--- src/rtl/pte_cache_pkg.sv ---
// Shared types and address-split helpers for the PTE cache.
package pte_cache_pkg;

    localparam int unsigned STAT_W = 16;

    typedef enum logic [0:0] {
        StIdle,
        StFill
    } state_e;

    // Helpers work on a 64-bit view; callers truncate to their own widths.
    function automatic logic [63:0] line_index(input logic [63:0] addr, input int unsigned idx_w);
        return (addr >> 2) & ((64'd1 << idx_w) - 64'd1);
    endfunction

    function automatic logic [63:0] line_tag(input logic [63:0] addr, input int unsigned idx_w);
        return addr >> (2 + idx_w);
    endfunction

endpackage

--- src/rtl/pte_cache_array.sv ---
// Valid/tag/data storage for the PTE cache: combinational read, one write port, flush-all.
module pte_cache_array #(
    parameter int unsigned LINES      = 16,
    parameter int unsigned TAG_W      = 26,
    parameter int unsigned DATA_WIDTH = 32,
    localparam int unsigned IDX_W     = $clog2(LINES)
) (
    input  logic                  clk,
    input  logic                  rst,
    input  logic [IDX_W-1:0]      rd_idx,
    output logic                  rd_valid,
    output logic [TAG_W-1:0]      rd_tag,
    output logic [DATA_WIDTH-1:0] rd_data,
    input  logic                  wr_en,
    input  logic [IDX_W-1:0]      wr_idx,
    input  logic [TAG_W-1:0]      wr_tag,
    input  logic [DATA_WIDTH-1:0] wr_data,
    input  logic                  flush
);

    logic [LINES-1:0]      valid_q;
    logic [TAG_W-1:0]      tag_q  [LINES];
    logic [DATA_WIDTH-1:0] data_q [LINES];

    // Flush beats a same-edge write.
    always_ff @(posedge clk or posedge rst) begin
        if (rst) begin
            valid_q <= '0;
        end else if (flush) begin
            valid_q <= '0;
        end else if (wr_en) begin
            valid_q[wr_idx] <= 1'b1;
        end
    end

    // Payload needs no reset: valid gates every use.
    always_ff @(posedge clk) begin
        if (wr_en) begin
            tag_q[wr_idx]  <= wr_tag;
            data_q[wr_idx] <= wr_data;
        end
    end

    assign rd_valid = valid_q[rd_idx];
    assign rd_tag   = tag_q[rd_idx];
    assign rd_data  = data_q[rd_idx];

endmodule

--- src/rtl/pte_cache.sv ---
// Direct-mapped read-only PTE cache between the page-table walker and memory.
// Optional PTE_CACHE_STATS_EN adds saturating hit/miss counters.
module pte_cache
    import pte_cache_pkg::*;
#(
    parameter int unsigned LINES      = 16,
    parameter int unsigned ADDR_WIDTH = 32,
    parameter int unsigned DATA_WIDTH = 32
) (
    input  logic                  clk,
    input  logic                  rst,
    input  logic                  ptw_mem_req,
    input  logic [ADDR_WIDTH-1:0] ptw_mem_addr,
    output logic                  ptw_mem_resp,
    output logic [DATA_WIDTH-1:0] ptw_mem_data,
    output logic                  mem_req,
    output logic [ADDR_WIDTH-1:0] mem_addr,
    input  logic                  mem_ack,
    input  logic [DATA_WIDTH-1:0] mem_rdata,
    input  logic                  sfence_all,
    output logic                  cache_hit,
    output logic                  busy,
    output logic [STAT_W-1:0]     hit_count,
    output logic [STAT_W-1:0]     miss_count
);

    localparam int unsigned IDX_W = $clog2(LINES);
    localparam int unsigned TAG_W = ADDR_WIDTH - 2 - IDX_W;

    state_e                state_q, state_d;
    logic                  resp_q, resp_d;
    logic                  hit_q, hit_d;
    logic [DATA_WIDTH-1:0] data_q, data_d;
    logic                  mem_req_q, mem_req_d;
    logic [ADDR_WIDTH-1:0] mem_addr_q, mem_addr_d;
    logic                  drop_q, drop_d;

    logic [IDX_W-1:0]      lookup_idx, fill_idx;
    logic [TAG_W-1:0]      lookup_tag, fill_tag;
    logic                  rd_valid;
    logic [TAG_W-1:0]      rd_tag;
    logic [DATA_WIDTH-1:0] rd_data;
    logic                  accept, lookup_hit, fill_we;

    assign lookup_idx = IDX_W'(line_index(64'(ptw_mem_addr), IDX_W));
    assign lookup_tag = TAG_W'(line_tag(64'(ptw_mem_addr), IDX_W));
    assign fill_idx   = IDX_W'(line_index(64'(mem_addr_q), IDX_W));
    assign fill_tag   = TAG_W'(line_tag(64'(mem_addr_q), IDX_W));

    // A flush on the lookup edge forces a miss.
    assign lookup_hit = rd_valid && (rd_tag == lookup_tag) && !sfence_all;
    assign accept     = (state_q == StIdle) && ptw_mem_req && !resp_q;
    assign fill_we    = (state_q == StFill) && mem_ack && !drop_q && !sfence_all;

    pte_cache_array #(
        .LINES      (LINES),
        .TAG_W      (TAG_W),
        .DATA_WIDTH (DATA_WIDTH)
    ) u_array (
        .clk      (clk),
        .rst      (rst),
        .rd_idx   (lookup_idx),
        .rd_valid (rd_valid),
        .rd_tag   (rd_tag),
        .rd_data  (rd_data),
        .wr_en    (fill_we),
        .wr_idx   (fill_idx),
        .wr_tag   (fill_tag),
        .wr_data  (mem_rdata),
        .flush    (sfence_all)
    );

    always_ff @(posedge clk or posedge rst) begin
        if (rst) begin
            state_q <= StIdle;
        end else begin
            state_q <= state_d;
        end
    end

    always_comb begin
        state_d = state_q;
        unique case (state_q)
            StIdle: if (accept && !lookup_hit) state_d = StFill;
            StFill: if (mem_ack) state_d = StIdle;
        endcase
    end

    always_comb begin
        resp_d     = 1'b0;
        hit_d      = 1'b0;
        data_d     = data_q;
        mem_req_d  = mem_req_q;
        mem_addr_d = mem_addr_q;
        drop_d     = drop_q;
        unique case (state_q)
            StIdle: begin
                drop_d = 1'b0;
                if (accept) begin
                    if (lookup_hit) begin
                        resp_d = 1'b1;
                        hit_d  = 1'b1;
                        data_d = rd_data;
                    end else begin
                        mem_req_d  = 1'b1;
                        mem_addr_d = {ptw_mem_addr[ADDR_WIDTH-1:2], 2'b00};
                    end
                end
            end
            StFill: begin
                if (mem_ack) begin
                    resp_d    = 1'b1;
                    data_d    = mem_rdata;
                    mem_req_d = 1'b0;
                    drop_d    = 1'b0;
                end else if (sfence_all) begin
                    drop_d = 1'b1;
                end
            end
        endcase
    end

    always_ff @(posedge clk or posedge rst) begin
        if (rst) begin
            resp_q     <= 1'b0;
            hit_q      <= 1'b0;
            data_q     <= '0;
            mem_req_q  <= 1'b0;
            mem_addr_q <= '0;
            drop_q     <= 1'b0;
        end else begin
            resp_q     <= resp_d;
            hit_q      <= hit_d;
            data_q     <= data_d;
            mem_req_q  <= mem_req_d;
            mem_addr_q <= mem_addr_d;
            drop_q     <= drop_d;
        end
    end

    assign ptw_mem_resp = resp_q;
    assign ptw_mem_data = data_q;
    assign cache_hit    = hit_q;
    assign mem_req      = mem_req_q;
    assign mem_addr     = mem_addr_q;
    assign busy         = (state_q == StFill);

`ifdef PTE_CACHE_STATS_EN
    logic [STAT_W-1:0] hit_cnt_q, miss_cnt_q;

    always_ff @(posedge clk or posedge rst) begin
        if (rst) begin
            hit_cnt_q  <= '0;
            miss_cnt_q <= '0;
        end else if (accept) begin
            if (lookup_hit) begin
                if (hit_cnt_q != '1) hit_cnt_q <= hit_cnt_q + 1'b1;
            end else begin
                if (miss_cnt_q != '1) miss_cnt_q <= miss_cnt_q + 1'b1;
            end
        end
    end

    assign hit_count  = hit_cnt_q;
    assign miss_count = miss_cnt_q;
`else
    assign hit_count  = '0;
    assign miss_count = '0;
`endif

endmodule

--- config.mk ---
export PLATFORM = sky130hd
export DESIGN_NAME = pte_cache
export DESIGN_NICKNAME = d
export VERILOG_FILES = /design/src/rtl/pte_cache_pkg.sv /design/src/rtl/pte_cache_array.sv /design/src/rtl/pte_cache.sv
export SDC_FILE = /design/constraint.sdc
export NUM_CORES = 1
export LEC_CHECK = 0
export ABC_AREA = 1
export ABC_CLOCK_PERIOD_IN_PS = 4380
export CAP_MARGIN = 10
export CORE_MARGIN = 2
export CORE_UTILIZATION = 30
export DETAILED_ROUTE_END_ITERATION = 10
export HOLD_SLACK_MARGIN = 0.1
export MAX_ROUTING_LAYER = met4
export SLEW_MARGIN = 5
export SYNTH_ARGS = -nofsm -noshare
export SYNTH_HDL_FRONTEND = slang
export SYNTH_SLANG_ARGS = --single-unit
--- constraint.sdc ---
create_clock -name clk -period 4.38 [get_ports clk]
set_input_delay 0.438 -clock clk [delete_from_list [all_inputs] [get_ports clk]]
set_output_delay 0.438 -clock clk [all_outputs]
set_load 0.05 [all_outputs]
After elaboration in Yosys (flattened, before gate mapping) --
Memory sizes are Yosys's and may differ from the RTL's. Index checks and enable logic that the tools add are counted.
Word-level totals: register bits 83, bits in latches 0, RAM bits 928, ROM bits 0, input bits 69, output and inout bits 100, word-level logic and storage cells 66, memories 2
Memory list:
- u_array.data_q | words 16, bits a word 32, rd ports 1, clocked after Yosys merged registers in 0, write ports 1, RTL line pte_cache_array.sv:23 | logic [DATA_WIDTH-1:0] data_q [LINES];
- u_array.tag_q | words 16, bits a word 26, rd ports 1, clocked after Yosys merged registers in 0, write ports 1, RTL line pte_cache_array.sv:22 | logic [TAG_W-1:0] tag_q [LINES];
Operators by class: add/sub/neg operators 0, multiply operators 0, divide/modulo/power cells 0, $lt $le $gt $ge 3, eq/ne operators 6, shift operators 0, multiplexer cells 27, bitwise logic cells 3, reduce and logical (&&, ||, !) cells 17
Operators with widths (count):
- 2-to-1 mux 32 bit | 3
- case mux 32 bit (2 select lines) | 1
- 2-to-1 mux 16 bit | 2
- == test 26 bit | 1
- bitwise OR 16 bit | 1
- 2-to-1 mux 1 bit | 15
- less-than comparator 4 x 5 -> 1 bit (second input constant) | 2
- logical AND 1 bit | 9
- AND reduction 3 bit | 3
- inequality test 2 bit (second input constant) | 4
- case mux 1 bit (2 select lines) | 4
- binary-select mux 1 bit (select 4 bit) | 1
- demux 1 bit (select 4 bit) | 1
- greater-or-equal comparator 4 x 1 -> 1 bit (second input constant) | 1
- logical NOT 1 bit | 4
- inequality test 3 bit (second input constant) | 1
- inverter 1 bit | 2
- nonzero test 2 bit | 1

Depth between registers and ports, before layout --
depth after elaboration 8, mapped depth 21, depth with buffers taken out 18

By module --
A second synthesis with hierarchy kept.
Unflattened totals: cells, all modules 4370, area, all modules 44310.0 um2
By module, submodules not included:
- pte_cache_array | times used 1, cells an instance 3871, area each 40408.8 um2, sequential area each 28267.1 um2
- pte_cache | times used 1, cells an instance 499, area each 3901.2 um2, sequential area each 1676.6 um2

Worst setup path before layout --
No wires, ideal clock.
path kind register to register, start point reg state_q (netlist: busy), end point mem u_array.data_q[12][0] (enable), library setup time 0.474 ns, data arrival time 3.975 ns, data required time 3.906 ns, slack -0.069 ns, cell stages (with the launch flop) 5, buffers on the path 0, clock period less this slack 4.449 ns, cells stage by stage dfrtp_1 nand2_1 nor3_1 nand3_1 nor2_1
Between the ends: word-level cells in the longest chain between the ends 5
RTL lines:
- start: declaration | RTL line pte_cache.sv:30 | state_e state_q, state_d;
- start signal: assignment | RTL line pte_cache.sv:75 | state_q <= StIdle;
- start signal: assignment | RTL line pte_cache.sv:77 | state_q <= state_d;
- logical AND 1 bit (3 in a row) | RTL line pte_cache.sv:53 | assign fill_we = (state_q == StFill) && mem_ack && !drop_q && !sfence_all;
- 2-to-1 mux 1 bit | RTL line pte_cache_array.sv:38 | if (wr_en) begin
- 2-to-1 mux 1 bit (implied by the code) | RTL line pte_cache_array.sv:40 | data_q[wr_idx] <= wr_data;
- end: declaration | RTL line pte_cache_array.sv:23
No other way between the ends.

Worst setup path in the final report --
start point in ptw_mem_addr[3], end point reg data_q[5] (netlist: ptw_mem_data[5])
Between the ends: word-level cells in the longest chain between the ends 6, elaborated cells between the ends (all ways) 12, those cells by class eq/ne (2); mux (5); reduce/logical (3); memory (2)
RTL lines:
- start: declaration | RTL line pte_cache.sv:13 | input logic [ADDR_WIDTH-1:0] ptw_mem_addr,
- memory read (16 x 26 bit) / binary-select mux 1 bit (select 4 bit) (equally long branches)
- == test 26 bit / 2-to-1 mux 1 bit (equally long branches) | RTL line pte_cache.sv:51, pte_cache_array.sv:44
- logical AND 1 bit (2 in a row) | RTL line pte_cache.sv:51 | assign lookup_hit = rd_valid && (rd_tag == lookup_tag) && !sfence_all;
- inequality test 2 bit (no source line)
- AND reduction 3 bit (no source line)
- end signal: assignment | RTL line pte_cache.sv:134 | data_q <= data_d;
- end: declaration | RTL line pte_cache.sv:33 | logic [DATA_WIDTH-1:0] data_q, data_d;
Parallel ways exist; a longest one is shown, timed or not. The select of a mux whose other input is x is not followed. A chain may end at the register's enable or synchronous reset.

==> results.cfg <==
[route]
met2_wirelength_mm = 52.2
ant_nets = 0
highest_layer = met4
drt_iter0_markers = 3303
m1WireLength_mm = 51.3
wl_met3_mm = 9.95
dr.pass1.iters = 6
wirelength_mm = 116
route.detailed.drc = 0
dr_total_vias = 27400
wire_per_inst_um = 21.0
via_per_inst = 4.98

[floorplan]
pin_count = 169
num_rows = 136
die_y_um = 375
core_sq_mm = 0.137
die_x_um = 375
dieArea_sq_mm = 0.141
start_util_pct = 30.1

[clocking]
h-tree-depth = 3
clk_pin_slew_worst_paths_ns = 0.07
cts.sinks = 1011
clk_path_buf_depth = 3
numCtsBuffers = 97
clkLatencyLatePin_ns = 0.68
cts_tree = done
cts-root-buf = clkbuf_16
cts.repair.resized = 0
cts_hold_buffers = 0
cts_setup_buffers = 0

[sta]
final.min_clock_period_ns = 2.99
tns_ns = 0
final_hold_viol_count = 0
finClkSkew_ns = 0.0306
rsz0062_at_grt = false
setup_viol = 0
drv_slew = 0
maxSlewHeadroom_pct = 32.2
max_clock_freq_ghz = 0.335
worst_slew_pin_slew_ns = 1.02
layout_worst_path_cycle_share_pct = 68.2

[pwr]
leakage_uw = 0.0175
powerDensity_mw_per_mm2 = 492
fin_total_pwr_uw = 23800
max-vdd-ir-drop_mv = 0.465

[synth]
synth_top_cell_by_area = edfxtp_1
synth.distinct_cells = 28
ys_seq_area_share_pct = 72.5
yosys_warnings = 0
ys_top_cells_by_area = edfxtp_1 (67%), nand2_1 (6.9%), dfrtp_1 (5.0%)
synth_seq_cells = 1011
synth_top_cell_area_share_pct = 67.5
postSynthAreaPerCell_sq_um = 11.7
synthCells = 3520
synth_area_sq_mm = 0.0413

[layout]
mostFrequentLayoutCells = edfxtp_1 (928), nand2_1 (754), nor2_1 (374), nand3_1 (355), o21ai_0 (333)
post-route-util_pct = 35.3
fin_cells = 5508
syn_to_final_growth_pct = 17.2
fill_cells = 13200
num-nets-final = 3690
seqCellArea_sq_mm = 0.0299
final_common_cell = edfxtp_1
multiInputGateArea_sq_mm = 0.00965
layout-drive-gt1-share_pct = 7.53

[critical_path]
worstSetupEndpointType = flip-flop
worstSetupPathType = input port to flip-flop
rrSetupSlack_ns = 1.51
critPathMaxFanout = 44
startpoint_type = input port
worstPathArrival_ns = 3.59
cp.required_ns = 4.98

[grt]
grt_pass1_wl_mm = 170
grt_max_degree = 114
overflow = 0
grt_pass1_vias = 25700
antenna_found_initial = 12
grt_use_total_pct = 16.6

[run_status]
status = finished clean

[job]
drv_cap = 0

[place]
dp.cells = 5316
hpwl_mm = 63.3
gp_congestion = 0.792
port_buffers = 132

[hold_path]
hold_class = input port to async pin
worst paths after layout:
check	end	from	depth (start not counted)
max	ptw_mem_data[5]	ptw_mem_addr[3]	17
max in group asynchronous	mem_addr[25]	rst	3
max reg2reg	u_array.tag_q[9][15]	busy	5
min in group clk	mem_addr[18]	ptw_mem_addr[18]	3
min	ptw_mem_data[1]	rst	2
min reg2reg	u_array.valid_q[4]	u_array.valid_q[4]	2
power by group:
part / switching (uW) / internal [uW]
combinational: 2200 / 836
sequential: 520 / 11200
clock: 3680 / 5340
total: 6400 / 17400
sequential cells by signal, summed over array words and instances (netlist names):
register,flops
ptw_mem_data,32
ptw_mem_resp,1
drop_q,1
u_array.valid_q,16
mem_req,1
u_array.data_q,512
cache_hit,1
mem_addr,30
busy,1
u_array.tag_q,416
cell type report:
| type | count | area share [%] |
|---|---|---|
| sequential | 1011 | 61.9 |
| multi-input combinational | 2085 | 19.9 |
| clock buffer | 125 | 5.53 |
| timing repair buffer | 221 | 4.69 |
| tap | 1794 | 4.64 |
| inverter | 205 | 1.64 |
| clock inverter | 59 | 1.61 |
| antenna | 8 | 0.0414 |
synthesized netlist by cell type:
master,instances
inv_2,1
dfrtp_1,83
edfxtp_1,928
and2_1,1
o21ai_1,12
o21ai_0,333
nor2_1,390
a21oi_1,10
inv_1,202
nand2_1,756
o221ai_1,109
or2_2,2
nand2_2,1
o21ai_2,1
a21o_1,6
a31oi_1,19
nand4_1,5
nand3_1,355
clkbuf_1,124
o22ai_1,27
conb_1,1
clkinv_1,2
o211ai_1,18
buf_2,69
nor3_1,1
buf_1,18
nand3b_1,5
buf_4,41
critical path, cell delays in order:
cell and delay (ns):
buf_6 0.27, buf_4 0.55, nand3_1 0.15, nand3_1 0.10
nand3_1 0.12, nand3_1 0.14, nand2_1 0.15, nor2_1 0.14
nand2_1 0.06, nor2_1 0.14, nand2_1 0.12, nor2_1 0.39
nand2_2 0.12, nand2_2 0.22, buf_12 0.23, nand2_1 0.09
nand2_1 0.08
logic make-up after synthesis:
kind of cell    count (synthesis)  share of synthesized area (%)
compound gates                535                           7.77
buf+inv                       457                           4.74
flops                        1011                           72.5
other cells                     1                        0.00908
simple gates                 1516                           15.0
through the flow:
stage | setup slack [ns] | cell area, sq um | hold WS, ns
5_1_grt | 1.08 | 48400 | 0.352
2_1_floorplan | -0.0692 | 41400 | 0.453
6_report | 1.39 | 48400 | 0.291
4_1_cts | 1.42 | 48400 | 0.305
3_3_place_gp | 0.773 | 44900 | 0.468
3_5_place_dp | 0.759 | 44900 | 0.474
routing by layer:
layer,GRT usage [%],vias to the layer above
met2,24.6,1122
met5,-,-
met4,3.98,0
li1,-,12600
met1,23.1,13500
met3,3.54,183
(Power assumes the default switching activity.)
